**config.mk**
```make
export PLATFORM = sky130hd
export DESIGN_NAME = unified_mem_arbiter
export DESIGN_NICKNAME = d
export VERILOG_FILES = /design/src/rtl/unified_mem_arbiter.sv
export SDC_FILE = /design/constraint.sdc
export NUM_CORES = 1
export LEC_CHECK = 0
export BUFFER_PORTS_ARGS = -buffer_cell sky130_fd_sc_hd__buf_2
export CELL_PAD_IN_SITES_DETAIL_PLACEMENT = 1
export CELL_PAD_IN_SITES_GLOBAL_PLACEMENT = 2
export CORE_UTILIZATION = 26
export CTS_CLUSTER_DIAMETER = 120
export DETAILED_ROUTE_END_ITERATION = 12
export GPL_ROUTABILITY_DRIVEN = 0
export GPL_TIMING_DRIVEN = 0
export PLACE_DENSITY = 0.83
export SLEW_MARGIN = 20
export SYNTH_ARGS = -nofsm -noshare
export SYNTH_HDL_FRONTEND = slang
export SYNTH_SLANG_ARGS = --single-unit
export TNS_END_PERCENT = 1
```
**constraint.sdc**
```tcl
create_clock -name CLK -period 1.9 [get_ports CLK]
set_input_delay 0.095 -clock CLK [delete_from_list [all_inputs] [get_ports CLK]]
set_output_delay 0.095 -clock CLK [all_outputs]
set_load 0.01 [all_outputs]
```
**src/rtl/unified_mem_arbiter.sv**
```systemverilog
// Round-robin arbiter sharing one unified memory port between the D-cache and I-cache miss paths.
// Define ARB_STATS_EN to add saturating grant counters and a contention counter.
module unified_mem_arbiter #(
  parameter int ADDR_W = 6,
  parameter int DATA_W = 32
) (
  input  logic              CLK,
  input  logic              RESET,
  input  logic              d_read,
  input  logic              d_write,
  input  logic [ADDR_W-1:0] d_address,
  input  logic [DATA_W-1:0] d_writedata,
  output logic [DATA_W-1:0] d_readdata,
  output logic              d_busywait,
  input  logic              i_read,
  input  logic [ADDR_W-1:0] i_address,
  output logic [DATA_W-1:0] i_readdata,
  output logic              i_busywait,
  output logic              mem_read,
  output logic              mem_write,
  output logic [ADDR_W:0]   mem_address,
  output logic [DATA_W-1:0] mem_writedata,
  input  logic [DATA_W-1:0] mem_readdata,
  input  logic              mem_busywait
`ifdef ARB_STATS_EN
  ,
  output logic [15:0]       d_grant_count,
  output logic [15:0]       i_grant_count,
  output logic [15:0]       contention_count
`endif
);

  typedef enum logic [2:0] {
    IDLE    = 3'd0,
    GRANT_D = 3'd1,
    GRANT_I = 3'd2,
    DONE_D  = 3'd3,
    DONE_I  = 3'd4
  } state_t;

  state_t              r_state;
  state_t              w_next;
  logic                r_last_grant_i;
  logic                r_started;
  logic                r_mem_read;
  logic                r_mem_write;
  logic [ADDR_W:0]     r_mem_address;
  logic [DATA_W-1:0]   r_mem_writedata;
  logic [DATA_W-1:0]   r_d_readdata;
  logic [DATA_W-1:0]   r_i_readdata;

  logic                w_d_req;
  logic                w_i_req;
  logic                w_grant_d;
  logic                w_grant_i;
  logic                w_complete;
  logic                w_in_grant;

  assign w_d_req    = d_read | d_write;
  assign w_i_req    = i_read;
  assign w_in_grant = (r_state == GRANT_D) || (r_state == GRANT_I);

  assign d_busywait    = w_d_req & (r_state != DONE_D);
  assign i_busywait    = w_i_req & (r_state != DONE_I);
  assign d_readdata    = r_d_readdata;
  assign i_readdata    = r_i_readdata;
  assign mem_read      = r_mem_read;
  assign mem_write     = r_mem_write;
  assign mem_address   = r_mem_address;
  assign mem_writedata = r_mem_writedata;

  // A tie goes to whichever side was not granted last.
  always_comb begin
    w_next     = r_state;
    w_grant_d  = 1'b0;
    w_grant_i  = 1'b0;
    w_complete = 1'b0;
    case (r_state)
      IDLE: begin
        if (w_d_req && (!w_i_req || r_last_grant_i)) begin
          w_grant_d = 1'b1;
          w_next    = GRANT_D;
        end else if (w_i_req) begin
          w_grant_i = 1'b1;
          w_next    = GRANT_I;
        end
      end
      GRANT_D: begin
        if (r_started && !mem_busywait) begin
          w_complete = 1'b1;
          w_next     = DONE_D;
        end
      end
      GRANT_I: begin
        if (r_started && !mem_busywait) begin
          w_complete = 1'b1;
          w_next     = DONE_I;
        end
      end
      DONE_D, DONE_I: w_next = IDLE;
      default:        w_next = IDLE;
    endcase
  end

  always_ff @(posedge CLK) begin
    if (RESET) begin
      r_state         <= IDLE;
      r_last_grant_i  <= 1'b1;
      r_started       <= 1'b0;
      r_mem_read      <= 1'b0;
      r_mem_write     <= 1'b0;
      r_mem_address   <= '0;
      r_mem_writedata <= '0;
      r_d_readdata    <= '0;
      r_i_readdata    <= '0;
    end else begin
      r_state <= w_next;
      if (w_grant_d) begin
        r_mem_address   <= {1'b0, d_address};
        r_mem_writedata <= d_writedata;
        r_mem_write     <= d_write;
        r_mem_read      <= d_read & ~d_write;
        r_last_grant_i  <= 1'b0;
        r_started       <= 1'b0;
      end
      if (w_grant_i) begin
        r_mem_address  <= {1'b1, i_address};
        r_mem_write    <= 1'b0;
        r_mem_read     <= 1'b1;
        r_last_grant_i <= 1'b1;
        r_started      <= 1'b0;
      end
      // The memory must first be seen busy so a stale idle level is not taken as completion.
      if (w_in_grant && mem_busywait) begin
        r_started <= 1'b1;
      end
      if (w_complete) begin
        r_mem_read  <= 1'b0;
        r_mem_write <= 1'b0;
        if (r_state == GRANT_I) begin
          r_i_readdata <= mem_readdata;
        end else if (r_mem_read) begin
          r_d_readdata <= mem_readdata;
        end
      end
    end
  end

`ifdef ARB_STATS_EN
  function automatic logic [15:0] sat_inc16(input logic [15:0] v);
    return (v == 16'hFFFF) ? v : v + 16'd1;
  endfunction

  logic [15:0] r_d_grant_count;
  logic [15:0] r_i_grant_count;
  logic [15:0] r_contention_count;

  assign d_grant_count    = r_d_grant_count;
  assign i_grant_count    = r_i_grant_count;
  assign contention_count = r_contention_count;

  always_ff @(posedge CLK) begin
    if (RESET) begin
      r_d_grant_count    <= '0;
      r_i_grant_count    <= '0;
      r_contention_count <= '0;
    end else begin
      if (r_state == DONE_D) begin
        r_d_grant_count <= sat_inc16(r_d_grant_count);
      end
      if (r_state == DONE_I) begin
        r_i_grant_count <= sat_inc16(r_i_grant_count);
      end
      if ((r_state == IDLE) && w_d_req && w_i_req) begin
        r_contention_count <= r_contention_count + 16'd1;
      end
    end
  end
`endif

endmodule

```
==> impl_metrics.py, run 1 <==
metrics = {
    "logic_synthesis": {
        "synth_seq_cells": 110,
        "synth.top_cell.area_share_pct": 48.6,
        "ys_top_cells_by_count": "dfxtp_1, a21oi_1, nand3_1, o21ai_0, clkbuf_1",
        "postSynthCellCount": 532,
        "yosysTopAreaCell": "dfxtp_1",
        "syn_area_um2": 4540,
        "async_reset_ff_share_pct": 0,
        "yosysSeqAreaShare_pct": 48.6,
        "synth.most_common_cell": "dfxtp_1",
        "synth_fp_nets": 614,
        "avgSynthCellArea_um2": 8.53,
        "synth_edf_count": 0,
        "synth_cell_types": 37,
        "synth_ff_type": "dfxtp_1",
        "synth_area_leaders": "dfxtp_1, a21oi_1, nand3_1",
        "synth_warnings": 0,
    },
    "critical_path": {
        "worstSetupStartpointType": "flip-flop",
        "crit_start": "r_state[2]",
        "cp_slowest_cell": "or3b_1",
        "critPathMaxFanout": 10,
        "crit_family": "buffers and inverters",
        "rr_endpoint": "d_readdata[19]",
        "crit_buf_inv": 3,
        "r2r_cells": 6,
        "crit_cells": 6,
        "crit_end": "d_readdata[19]",
        "cp_data_required_time_ps": 2120,
        "cp-end-kind": "flip-flop",
        "slowest_delay_ps": 380,
        "path_cells": "buf_6 > or3b_1 > buf_2 > clkbuf_1 > o21ai_0 > a21oi_1",
        "r2r_start": "r_state[2]",
        "crit_type": "flip-flop to flip-flop",
        "ff2ff_setup_slack_ps": 150,
        "critPathArrivalTime_ps": 1960,
    },
    "clock_tree": {
        "clock_path_buffers": 2,
        "htreeDepth": 3,
        "cts_tree": "built",
        "clock_latency_ps": 350,
        "cts-root-buf": "clkbuf_16",
        "clk_pin_slew_ps": 70,
        "cts_num_sinks": 110,
        "postCtsSetupBuffers": 0,
        "numCtsBuffers": 9,
    },
    "sta": {
        "hold_slack_ps": 9.08,
        "post-route-worst-setup-slack_ps": 155,
        "post-route-period-util_pct": 91.9,
        "max_freq_ghz": 0.573,
        "setup_viol": 0,
        "tightest_slew_ps": 663,
        "min_period_ps": 1750,
        "slew_headroom_pct": 55.5,
        "maxSlewViolCount": 0,
        "hold_viol_final": 0,
        "finClkSkew_ps": 7.81,
        "rsz0062_at_grt": "true",
    },
    "global_routing": {
        "grt-ovfl-total": 0,
        "antenna_found_initial": 1,
        "grt_pass1_wl_um": 28200,
        "grt_usage_pct": 19.8,
        "grt_max_degree": 17,
        "grt_pass1_vias": 5329,
    },
    "routing": {
        "wirelength_um": 17700,
        "drtIter0Drc": 177,
        "dr.pass1.iters": 4,
        "post_drt_wl_per_cell_um": 17.8,
        "vias_per_cell": 5.13,
        "route.detailed.drc": 0,
        "ant_nets": 0,
        "vias": 5091,
    },
    "place": {
        "dpl-instance-area_um2": 5750,
        "dpl.cell_count": 940,
        "dp_hpwl_um": 12700,
        "numPortBuffers": 188,
        "dpl_worst_slack_ps": -10.0,
    },
    "worst_hold_path": {
        "min_path_type": "input port to flip-flop",
    },
    "floorplanning": {
        "ios": 189,
        "die-area_um2": 18000,
        "die_w_um": 134,
        "coreArea_um2": 16800,
        "die_y_um": 134,
        "start_util_pct": 27.0,
        "num_rows": 47,
    },
    "cells_and_area": {
        "drive_gt1_share_pct": 30.4,
        "fin_area_um2": 6430,
        "fin_nets": 849,
        "final_cells": 993,
        "area_growth_pct": 41.8,
        "fill_cells": 2081,
    },
    "pwr": {
        "p_leak_nw": 2.72,
        "powerDensity_nw_per_um2": 884,
        "total_power_mw": 5.69,
        "vdd_drop_max_mv": 0.518,
    },
    "job": {
        "cap_violations": 0,
    },
    "run_status": {
        "status": "finished, final reports clean",
    },
}
[placed cells by master (no fill, tap or decap), types with 2 or more instances in the layout]
cell type,n
nor2b_1,2
nand2b_1,9
clkbuf_1,41
nor2_1,2
clkbuf_16,9
buf_2,209
bufinv_16,2
nand3_1,67
or4_1,2
nand3b_1,2
a221o_1,6
buf_1,2
a31oi_1,2
nand4_1,32
inv_1,2
dlygate4sd3_1,36
a21oi_1,106
o21ai_0,64
buf_6,5
dfxtp_1,110
o31ai_1,35
o21ai_1,3
nor3_1,3
clkinv_2,2
[cell families (layout without fill, tap and decap cells)]
group / count (synthesis) / in the layout / synth area share [%]
other: 0 / 1 / 0
and+or+nand+nor: 130 / 130 / 16.6
AOI/OAI and AO/OA: 220 / 220 / 27.2
buffers and inverters: 70 / 310 / 7.20
DFF: 110 / 110 / 48.6
muxes: 1 / 1 / 0.248
xor gates and xnor gates: 1 / 1 / 0.193
[worst min-delay path by stage]
stage                               from                to  cells past startpoint
after global routing      d_writedata[5]  mem_writedata[5]                      3
after global placement      d_address[4]    mem_address[4]                      2
final                     d_writedata[5]  mem_writedata[5]                      3
after floorplan             d_address[0]    mem_address[0]                      1
after detailed placement    d_address[3]    mem_address[3]                      2
after CTS                 d_writedata[5]  mem_writedata[5]                      3
[final cells by class]
type | count | area [um2] | share of cell area (%)
clock inverters | 4 | 70.1 | 1.09
multi-input cells | 352 | 2010 | 31.2
plain buffers | 68 | 320 | 4.98
repair buffers | 224 | 1300 | 20.2
well taps | 220 | 275 | 4.28
diodes | 1 | 2.50 | 0.0389
inverters | 2 | 7.51 | 0.117
clock buffers | 12 | 246 | 3.83
flip-flops and latches | 110 | 2200 | 34.2
[worst reg2reg max path: cells and delay by family (launching register included)]
family | cells | cell delay, ps
buffers and inverters | 3 | 580
and+or+nand+nor | 1 | 380
AOI/OAI and AO/OA | 2 | 350
DFF | 1 | 310
[power breakdown]
| group | leakage, nW | internal, mW | total, mW | switching (mW) |
|---|---|---|---|---|
| clock network | 0.157 | 1.19 | 2.06 | 0.870 |
| registers | 0.894 | 2.43 | 2.50 | 0.0747 |
| logic | 1.67 | 0.423 | 1.12 | 0.701 |
| total | 2.72 | 4.04 | 5.69 | 1.65 |
[repair_timing]
item / 4_1_cts / 5_1_grt
endpoints found under the hold margin: 30 / 1
endpoints found under the setup margin: 0 / 11
gates resized for setup: 0 / 2
hold buffers: 35 / 1
[routing by layer]
| metal | GRT usage, % | up-vias | share of wire [%] |
|---|---|---|---|
| li1 | - | 2452 | - |
| met5 | 0 | - | 0 |
| met1 | 25.3 | 2457 | 46 |
| met3 | 3.78 | 27 | 4.4 |
| met2 | 33.2 | 155 | 47 |
| met4 | 7.12 | 0 | 2.4 |
[state kept, by name, indices dropped and copies added (netlist names)]
signal / count
r_last_grant_i: 1
mem_writedata: 32
mem_address: 7
mem_read: 1
i_readdata: 32
mem_write: 1
d_readdata: 32
r_state: 3
r_started: 1
[stage by stage]
step | util (%) | TNS (ps)
after global placement | 34.2 | 0
after CTS | 38.2 | 0
final | 38.2 | 0
after floorplan | - | 0
after detailed placement | 34.2 | -15.8
after global routing | 38.2 | -105
(Power assumes the default switching activity.)
==> run 2: changes to the inputs <==
- CELL_PAD_IN_SITES_DETAIL_PLACEMENT: 1 -> 0
- CELL_PAD_IN_SITES_GLOBAL_PLACEMENT: 2 -> 1
- CORE_UTILIZATION: 26 -> 34
- PLACE_DENSITY: 0.83 -> 0.84
- REMOVE_ABC_BUFFERS: not set -> 1
- SKIP_LAST_GASP: not set -> 1
==> impl_metrics.py, run 2 (synthesis results as in run 1) <==
metrics = {
    "run_status": {
        "status": "finished, final reports clean",
    },
    "pwr": {
        "p_seq_share_pct": 44.9,
        "powerDensity_nw_per_um2": 843,
        "switching_share_pct": 28.8,
        "p_leak_nw": 2.80,
        "vdd_drop_max_mv": 0.424,
        "comb_power_share_pct": 20.1,
        "p_switching_mw": 1.61,
        "total_power_mw": 5.61,
        "intPower_mw": 4.00,
        "clkPwrFrac_pct": 35.0,
    },
    "clock_tree": {
        "cts_num_sinks": 110,
        "numCtsBuffers": 9,
        "cts-root-buf": "clkbuf_16",
        "cts_tree": "built",
        "clk_pin_slew_ps": 70,
        "htreeDepth": 3,
        "clock_path_buffers": 2,
        "clock_latency_ps": 350,
    },
    "routing": {
        "vias": 5110,
        "route.detailed.drc": 0,
        "drtIter0Drc": 378,
        "ant_nets": 0,
        "vias_per_cell": 5.52,
        "dr.pass1.iters": 5,
        "post_drt_wl_per_cell_um": 16.1,
        "wirelength_um": 14900,
    },
    "sta": {
        "setup_viol": 0,
        "max_freq_ghz": 0.561,
        "finClkSkew_ps": 7.58,
        "min_period_ps": 1780,
        "post-route-period-util_pct": 93.9,
        "rsz0062_at_grt": "true",
        "slew_headroom_pct": 52.4,
        "hold_viol_final": 0,
        "setup_tns_ps": 0,
        "hold_slack_ps": 14.4,
        "tightest_slew_ps": 714,
        "maxSlewViolCount": 0,
    },
    "floorplanning": {
        "start_util_pct": 35.4,
        "die-area_um2": 13800,
        "ios": 189,
        "coreArea_um2": 12800,
        "die_w_um": 118,
        "die_y_um": 118,
        "num_rows": 41,
    },
    "job": {
        "cap_violations": 0,
    },
    "global_routing": {
        "grt_pass1_vias": 4977,
        "grt_max_degree": 70,
        "grt-ovfl-total": 0,
        "antenna_found_initial": 0,
        "grt_pass1_wl_um": 24300,
        "grt_usage_pct": 21.4,
    },
    "cells_and_area": {
        "layout_commonest_cell": "buf_2",
        "final_cell_mix": "buf_2, dfxtp_1, a21oi_1, dlygate4sd3_1, nand3_1",
        "area_growth_pct": 46.6,
        "n_antenna_cell": 0,
        "fin_nets": 830,
        "drive_gt1_share_pct": 30.9,
        "post-route-util_pct": 51.9,
    },
    "critical_path": {
        "crit_type": "flip-flop to flip-flop",
        "cp_data_required_time_ps": 2180,
        "cp-end-kind": "flip-flop",
        "critPathMaxFanout": 40,
        "worstSetupStartpointType": "flip-flop",
        "critPathArrivalTime_ps": 2070,
    },
    "worst_hold_path": {
        "min_path_type": "input port to flip-flop",
    },
    "place": {
        "dp_hpwl_um": 9180,
        "numPortBuffers": 188,
    },
}
## run 2: repair_timing
item                                    4_1_cts  5_1_grt
pin swaps                                     1        1
endpoints found under the setup margin       20       42
buffers inserted                              0        2
resized for setup                             1        2
hold endpoints to repair                     78        0
hold buffers                                 70        0
## run 2: area by class of cell
class | instances | area [um2]
well taps | 172 | 215
flip-flops and latches | 110 | 2200
repair buffers | 273 | 1860
inverters | 2 | 7.51
multi-input cells | 352 | 2060
clock inverters | 5 | 56.3
clock buffers | 11 | 253
fillers | 1191 | 6170
## run 2: final timing paths
check / from / to / slack, ps / cells after the start
setup / recovery: r_state[1] / mem_read / 120 / 3
hold / removal: mem_readdata[19] / i_readdata[19] / 10 / 3
setup reg to reg: r_state[1] / mem_read / 120 / 3
hold reg to reg: mem_writedata[5] / mem_writedata[5] / 470 / 2
## run 2: per-layer routing
metal	GRT usage (%)	wire [um]	share of wire (%)
met5	0	0	0
met4	9.54	259	1.7
met3	4.41	1210	8.1
met2	34.7	6960	47
met1	27.4	6500	44
## run 2: power by group through the flow
stage	registers, mW	logic [mW]	clock network, mW
2_1_floorplan	2.60	0.426	0
3_3_place_gp	2.55	0.870	0
3_5_place_dp	2.57	0.985	0
4_1_cts	2.52	1.10	2.02
5_1_grt	2.53	1.22	2.11
6_report	2.52	1.13	1.96
## run 2: worst max-delay path: stages, from the launching register on
cell and delay (ps):
dfxtp_1 460, or3_4 630, or4_1 460, a31oi_1 170
## run 2: stage by stage
step	cell area [um2]	setup slack, ps	std cells
floorplan	4220	-2460	464
global placement	5370	-4300	824
detailed placement	5610	-33.1	837
CTS	6630	-22.6	923
global route	6650	-16.5	925
finish	6650	117	925
==> run 3: changes to the inputs <==
- BUFFER_PORTS_ARGS: -buffer_cell sky130_fd_sc_hd__buf_2 -> not set
- CORE_UTILIZATION: 34 -> 45
- DONT_BUFFER_PORTS: not set -> 1
==> impl_metrics.py, run 3 (synthesis results as in run 1) <==
metrics = {
    "routing": {
        "maxUsedRoutingLayer": "met4",
        "vias": 4101,
        "ant_nets": 0,
        "dr.pass1.iters": 5,
        "route.detailed.drc": 0,
        "wl_met3_um": 1360,
        "wl_met2_um": 5970,
        "drtIter0Drc": 228,
        "wirelength_um": 12400,
        "vias_per_cell": 6.36,
        "met1_length_um": 4860,
        "post_drt_wl_per_cell_um": 19.2,
    },
    "critical_path": {
        "critPathMaxFanout": 46,
        "critPathArrivalTime_ps": 2120,
        "crit_type": "flip-flop to flip-flop",
        "slowest_delay_ps": 720,
        "crit_family": "simple AND/OR/NAND/NOR gates",
        "cp-end-kind": "flip-flop",
        "worstSetupStartpointType": "flip-flop",
        "cp_slowest_cell": "or3b_2",
        "crit_buf_inv": 1,
        "cp_data_required_time_ps": 2150,
        "path_cells": "or3b_2 > buf_12 > o21ai_0 > a21oi_1",
    },
    "place": {
        "dp_hpwl_um": 7540,
        "numPortBuffers": 0,
        "dpl-instance-area_um2": 4600,
    },
    "clock_tree": {
        "clock_path_buffers": 2,
        "htreeDepth": 3,
        "numCtsBuffers": 9,
        "cts_hold_buffers": 16,
        "clk_pin_slew_ps": 100,
        "cts_num_sinks": 110,
        "clock_latency_ps": 370,
        "cts_tree": "built",
        "cts-root-buf": "clkbuf_8",
    },
    "cells_and_area": {
        "n_antenna_cell": 0,
        "layout_commonest_cell": "dfxtp_1",
        "final_cell_mix": "dfxtp_1, a21oi_1, nand3_1, o21ai_0, o31ai_1",
        "post-route-util_pct": 51.4,
        "fin_area_um2": 5030,
        "multi_input_area_um2": 2060,
        "area_growth_pct": 10.9,
        "fin_nets": 589,
        "drive_gt1_share_pct": 8.98,
        "fill_cells": 928,
        "seq_area_um2": 2200,
    },
    "sta": {
        "post-route-period-util_pct": 98.6,
        "hold_viol_final": 101,
        "tightest_slew_ps": 694,
        "min_period_ps": 1870,
        "slew_headroom_pct": 53.7,
        "maxSlewViolCount": 0,
        "finClkSkew_ps": 10.1,
        "setup_viol": 0,
        "max_freq_ghz": 0.534,
        "hold_slack_ps": -194,
        "setup_tns_ps": 0,
        "rsz0062_at_grt": "true",
    },
    "floorplanning": {
        "num_rows": 36,
        "die-area_um2": 10500,
        "die_w_um": 102,
        "coreArea_um2": 9770,
        "die_y_um": 102,
        "ios": 189,
        "start_util_pct": 46.4,
    },
    "global_routing": {
        "grt_max_degree": 112,
        "grt-ovfl-total": 0,
        "antenna_found_initial": 0,
        "grt_pass1_wl_um": 18300,
        "grt_pass1_vias": 3730,
        "grt_usage_pct": 22.4,
    },
    "run_status": {
        "violations": "negative hold slack",
        "status": "finished, violations left",
    },
    "pwr": {
        "vdd_drop_max_mv": 0.478,
        "powerDensity_nw_per_um2": 975,
        "p_leak_nw": 1.64,
    },
    "worst_hold_path": {
        "min_path_type": "input port to flip-flop",
    },
    "job": {
        "cap_violations": 0,
    },
}
==> run 3: changes by cell type in the layout (fill, tap and decap cells not counted), sizes merged <==
cell	delta
buf	-187
dlygate4sd3	-54
bufinv	+1
inv	-1
==> run 3: final timing paths <==
check                           startpoint                 to  slack [ps]  cells past startpoint
worst max-delay path            r_state[2]      i_readdata[0]          30                      4
worst min-delay path                 RESET  mem_writedata[12]        -190                      1
worst max register to register  r_state[2]      i_readdata[0]          30                      4
worst min register to register   r_started          r_started         510                      2
==> run 3: layout make-up <==
type / count / share of cell area [%]
clock inverter: 5 / 1.62
tap: 133 / 3.31
timing repair buffer: 32 / 7.24
inverter: 2 / 0.149
sequential: 110 / 43.8
multi-input combinational: 352 / 40.9
clock buffer: 11 / 3.01
==> run 3: per-layer routing <==
metal | track usage [%] | vias up
li1 | - | 1915
met1 | 25.4 | 1971
met2 | 38.5 | 200
met3 | 7.25 | 15
met4 | 9.67 | 0
met5 | 0 | -
==> run 3: repair_timing <==
action	CTS	global route
gates resized for setup	0	1
gates cloned	0	0
pin swaps	1	0
hold endpoints to repair	110	101
setup endpoints to repair	19	32
setup buffers	4	0
==> run 3: power by group <==
part,internal [mW],switching (mW)
combinational,0.270,0.449
clock,0.815,0.777
sequential,2.43,0.165
==> run 3: metrics by stage <==
step | setup slack (ps) | total power, mW | cells
global placement | -4350 | 3.19 | 597
floorplan | -2460 | 3.03 | 464
global route | -137 | 5.10 | 645
CTS | 11.4 | 4.93 | 645
detailed placement | -45.0 | 3.31 | 609
finish | 26.7 | 4.90 | 645
